[src/rtl/main_module.sv]
// main_module: IEEE 1149.1 TAP with IR, bypass, IDCODE and a 4-cell boundary scan register
module main_module #(
  parameter logic [31:0] IDCODE_VAL = 32'h1234_5679,
  parameter int          IR_W       = 4
) (
  input  logic TCK,
  input  logic TRST,
  input  logic TMS,
  input  logic TDI,
  input  logic BIST_CLK,
  input  logic CORE_IN_1,
  input  logic CORE_IN_2,
  input  logic PIN_IN_1,
  input  logic PIN_IN_2,
  output logic CORE_OUT_1,
  output logic CORE_OUT_2,
  output logic PIN_OUT_1,
  output logic PIN_OUT_2,
  output logic TDO
);
  typedef enum logic [3:0] {
    TLR = 4'hF, RTI = 4'hC, SEL_DR = 4'h7, CAP_DR = 4'h6, SHIFT_DR = 4'h2,
    EXIT1_DR = 4'h1, PAUSE_DR = 4'h3, EXIT2_DR = 4'h0, UPD_DR = 4'h5,
    SEL_IR = 4'h4, CAP_IR = 4'hE, SHIFT_IR = 4'hA, EXIT1_IR = 4'h9,
    PAUSE_IR = 4'hB, EXIT2_IR = 4'h8, UPD_IR = 4'hD
  } state_t;

  localparam logic [IR_W-1:0] OP_SAMPLE = IR_W'(1);
  localparam logic [IR_W-1:0] OP_IDCODE = IR_W'(2);
  localparam logic [IR_W-1:0] OP_EXTEST = IR_W'(4);
  localparam logic [IR_W-1:0] OP_INTEST = IR_W'(8);

  state_t state, next;
  logic [IR_W-1:0] ir_sr, ir;
  logic [31:0] id_sr;
  logic [3:0] bsr_sr, upd;
  logic bp_sr, sel_bsr, sel_id, sel_bp, drive_pins, drive_core, dr_bit;
  logic unused;

  assign unused = BIST_CLK;
  assign sel_bsr = ir == OP_SAMPLE || ir == OP_EXTEST || ir == OP_INTEST;
  assign sel_id = ir == OP_IDCODE;
  assign sel_bp = !sel_bsr && !sel_id;
  assign drive_pins = ir == OP_EXTEST || ir == OP_INTEST;
  assign drive_core = ir == OP_INTEST;
  assign dr_bit = sel_bsr ? bsr_sr[0] : sel_id ? id_sr[0] : bp_sr;

  // TAP state register
  always_ff @(posedge TCK or posedge TRST)
    if (TRST) state <= TLR;
    else state <= next;

  // TAP next-state decode from TMS
  always_comb begin
    next = TLR;
    case (state)
      TLR:      next = TMS ? TLR : RTI;
      RTI:      next = TMS ? SEL_DR : RTI;
      SEL_DR:   next = TMS ? SEL_IR : CAP_DR;
      CAP_DR:   next = TMS ? EXIT1_DR : SHIFT_DR;
      SHIFT_DR: next = TMS ? EXIT1_DR : SHIFT_DR;
      EXIT1_DR: next = TMS ? UPD_DR : PAUSE_DR;
      PAUSE_DR: next = TMS ? EXIT2_DR : PAUSE_DR;
      EXIT2_DR: next = TMS ? UPD_DR : SHIFT_DR;
      UPD_DR:   next = TMS ? SEL_DR : RTI;
      SEL_IR:   next = TMS ? TLR : CAP_IR;
      CAP_IR:   next = TMS ? EXIT1_IR : SHIFT_IR;
      SHIFT_IR: next = TMS ? EXIT1_IR : SHIFT_IR;
      EXIT1_IR: next = TMS ? UPD_IR : PAUSE_IR;
      PAUSE_IR: next = TMS ? EXIT2_IR : PAUSE_IR;
      EXIT2_IR: next = TMS ? UPD_IR : SHIFT_IR;
      UPD_IR:   next = TMS ? SEL_DR : RTI;
      default:  next = TLR;
    endcase
  end

  // Capture/shift stages; only the register picked by the active IR moves
  always_ff @(posedge TCK or posedge TRST)
    if (TRST) begin
      ir_sr <= '0;
      id_sr <= '0;
      bsr_sr <= '0;
      bp_sr <= 1'b0;
    end else begin
      ir_sr <= state == CAP_IR ? IR_W'(1) : state == SHIFT_IR ? {TDI, ir_sr[IR_W-1:1]} : ir_sr;
      id_sr <= !sel_id ? id_sr : state == CAP_DR ? IDCODE_VAL : state == SHIFT_DR ? {TDI, id_sr[31:1]} : id_sr;
      bsr_sr <= !sel_bsr ? bsr_sr : state == CAP_DR ? {PIN_IN_1, PIN_IN_2, CORE_IN_1, CORE_IN_2} : state == SHIFT_DR ? {TDI, bsr_sr[3:1]} : bsr_sr;
      bp_sr <= !sel_bp ? bp_sr : state == CAP_DR ? 1'b0 : state == SHIFT_DR ? TDI : bp_sr;
    end

  // Falling-edge updates: active IR, BSR update latch and registered TDO
  always_ff @(negedge TCK or posedge TRST)
    if (TRST) begin
      ir <= OP_IDCODE;
      upd <= '0;
      TDO <= 1'b0;
    end else begin
      ir <= state == UPD_IR ? ir_sr : state == TLR ? OP_IDCODE : ir;
      upd <= state == UPD_DR && sel_bsr ? bsr_sr : upd;
      TDO <= state == SHIFT_IR ? ir_sr[0] : state == SHIFT_DR ? dr_bit : 1'b0;
    end

  // Boundary muxes between core and pins
  always_comb begin
    PIN_OUT_1 = drive_pins ? upd[1] : CORE_IN_1;
    PIN_OUT_2 = drive_pins ? upd[0] : CORE_IN_2;
    CORE_OUT_1 = drive_core ? upd[3] : PIN_IN_1;
    CORE_OUT_2 = drive_core ? upd[2] : PIN_IN_2;
  end
endmodule

[config.mk]
export PLATFORM = sky130hd
export DESIGN_NAME = main_module
export DESIGN_NICKNAME = d
export VERILOG_FILES = /design/src/rtl/main_module.sv
export SDC_FILE = /design/constraint.sdc
export NUM_CORES = 1
export LEC_CHECK = 0
export BUFFER_PORTS_ARGS = -buffer_cell sky130_fd_sc_hd__buf_2
export CORE_MARGIN = 2
export CORE_UTILIZATION = 46
export DETAILED_ROUTE_END_ITERATION = 12
export GPL_ROUTABILITY_DRIVEN = 0
export PLACE_DENSITY = 0.68
export SKIP_CTS_REPAIR_TIMING = 1
export SLEW_MARGIN = 20
export SYNTH_ARGS = -nofsm -noshare
export SYNTH_HDL_FRONTEND = slang
export SYNTH_SLANG_ARGS = --single-unit
[constraint.sdc]
create_clock -name TCK -period 4.5 [get_ports TCK]
set_input_delay 0.9 -clock TCK [delete_from_list [all_inputs] [get_ports TCK]]
set_output_delay 0.9 -clock TCK [all_outputs]
set_load 0.02 [all_outputs]
==> impl_metrics.csv <==
group,metric,value,unit
run_status,status,"complete, but fails checks",
run_status,violations,"setup timing",
timing,finClkSkew,56.2,ps
grt,grt_start_max_net_pins,65,
timing,hold_slack,465,ps
synth,synth_top_area_cell,"dfrtp_1",
routing,route.detailed.drc,0,
cts,insertion_delay,360,ps
routing,firstDrtPassIters,4,
timing,setup_viol_count_final,4,
synth,synthCells,254,
die,die_w,79.4,um
die,core_area,5510,um2
hold_path,hold_path.class,"reg -> reg",
synth,synth_top_area_frac,0.392,
worst_setup_path,crit_buf_inv,2,
final_layout,nets,272,
synth,yosysMostFrequentCell,"nand2_1",
final_layout,drive_above_1_share,0.311,
synth,synthArstFlopShare,1.00,
routing,dr.first_iter.drc_count,86,
synth,synth_edf_count,0,
place,dpl_cell_area,2710,um2
worst_setup_path,crit_type,"reg -> out",
final_layout,final_cell_area,2840,um2
synth,ys_warn_count,0,
final_layout,instances_no_fill,336,
timing,fin_setup_tns,-1180,ps
synth,ys_types,34,
final_layout,utilization,0.515,
worst_setup_path,max_stage_delay,380,ps
routing,vias,1694,
grt,grt_antenna_before_repair,0,
die,row_count,27,
timing,hold_viol_final,0,
timing,report.final.slew_viol_count,0,
synth,synth_nets,263,
routing,ant_nets,0,
worst_setup_path,cp_max_fo,3,
die,fp.dieH,79.4,um
timing,worst_pin_slew,496,ps
cts,clkTransAtPathRegs,60,ps
synth,yosysSeqAreaShare,0.519,
cts,cts.htree.levels,2,
final_layout,areaGrowthSynthToFinish,8.37,%
worst_setup_path,critPathArrivalTime,3910,ps
synth,synthesis.area,2620,um2
synth,syn_avg_cell_area,10.3,um2
grt,grt_pass1_wl,7500,um
place,place_inst,328,
grt,track_usage,0.152,
cts,clock-sinks,54,
grt,overflow,0,
cts,cts_tree,"built",
synth,synth_area_leaders,"dfrtp_1, o21ai_2, dfrtn_1",
worst_setup_path,cpMaxStageDelayCell,"nor4b_4",
cts,clock-root-buffer,"clkbuf_8",
timing,setup_slack,-309,ps
power_and_ir_drop,peakVddDrop,0.270,mV
cts,cts_buffer_depth,2,
final_layout,nFillCells,523,
grt,grt_pass1_vias,1615,
worst_setup_path,critPathTopFamily,"simple AND/OR/NAND/NOR gates",
die,ios,14,
timing,grt_setup_unrepaired,"yes",
power_and_ir_drop,p_per_area,618,nW/um2
final_layout,antennaDiodeCount,0,
timing,maxSlewHeadroom,0.669,
synth,synth_flop_cell,"dfrtp_1",
routing,post_drt_wl_per_cell,12.9,um
place,dp.final_hpwl,2820,um
die,dieArea,6310,um2
routing,routed_wl,4320,um
run,max_cap_viol_count,0,
worst_setup_path,crit_path_end_kind,"primary output",
worst_setup_path,crit_chain,"buf_6 > nor4b_4 > mux2_4 > buf_6",
die,start_util,0.475,
synth,ys_ff_latch,54,
synth,synth_commonest_cells,"nand2_1, dfrtp_1, o21ai_2",
worst_setup_path,cp-start-kind,"flop",
worst_setup_path,cpMostUsedCell,"buf_6",
cts,cts_buffers,5,
place,io_buffers,12,
worst_setup_path,required,3600,ps
power_and_ir_drop,leakage,1.28,nW
place,place_ws,11.7,ps
power_and_ir_drop,finalPower,1.75,mW
routing,vias_per_cell,5.04,
worst register-to-register path: cells and delay by family, from the launching register on:
| family | cells | cell delay (ps) |
|---|---|---|
| AOI/OAI and AO/OA | 1 | 60 |
| buffers and inverters | 1 | 240 |
| DFF | 1 | 600 |
| and+or+nand+nor | 3 | 1030 |
report_power, final:
group | total [mW] | switching (mW) | internal (mW)
Sequential | 0.821 | 0.138 | 0.683
Clock | 0.283 | 0.158 | 0.125
Combinational | 0.648 | 0.347 | 0.301
layout by cell type, fill, tap and decap left out, drive strengths merged, types with 2 or more instances in the layout:
cell type   n
inv         4
nor2       22
dfstp       5
nor2b       4
buf        19
dfrtp      41
o21ai      43
clkbuf      6
dfrtn       8
a21oi       6
nand2      47
nand3       2
nand2b     23
mux2       16
kinds of logic after synthesis:
kind of cell,share of synthesized area
simple gates,0.198
xor+xnor,0.00669
compound gates,0.150
flops,0.519
buf+inv,0.0540
mux,0.0727
layout make-up:
type                       count  area, um2  share of cell area
sequential                    54       1360               0.479
inverter                       3       11.3             0.00397
multi-input combinational    179       1130               0.399
clock inverter                 3       16.3             0.00573
tap                           72       90.1              0.0318
clock buffer                   6       82.6              0.0291
timing repair buffer          19        148              0.0521
worst paths after layout:
check	start	to	slack (ps)	cells past startpoint
max	ir[2]	CORE_OUT_2	-310	4
min	upd[1]	upd[1]	470	1
max reg2reg	ir[1]	id_sr[6]	150	5
min reg2reg	upd[1]	upd[1]	470	1
max in group asynchronous	TRST	ir[1]	1320	2
min in group asynchronous	TRST	id_sr[23]	600	2
registers in the layout, summed over array words and instances, names as in the netlist:
signal and cells:
id_sr 32, bsr_sr 4, upd 4, TDO 1, ir_sr 4, ir 4, state 4, bp_sr 1
metal layers:
| metal | global-route usage | vias up | wire, um |
|---|---|---|---|
| met4 | 0.0517 | 0 | 66 |
| met1 | 0.198 | 808 | 1980 |
| met3 | 0.0339 | 7 | 84 |
| met2 | 0.251 | 9 | 2190 |
| li1 | - | 870 | - |
| met5 | 0 | - | 0 |
No activity file was read; power rests on OpenSTA's default activity.
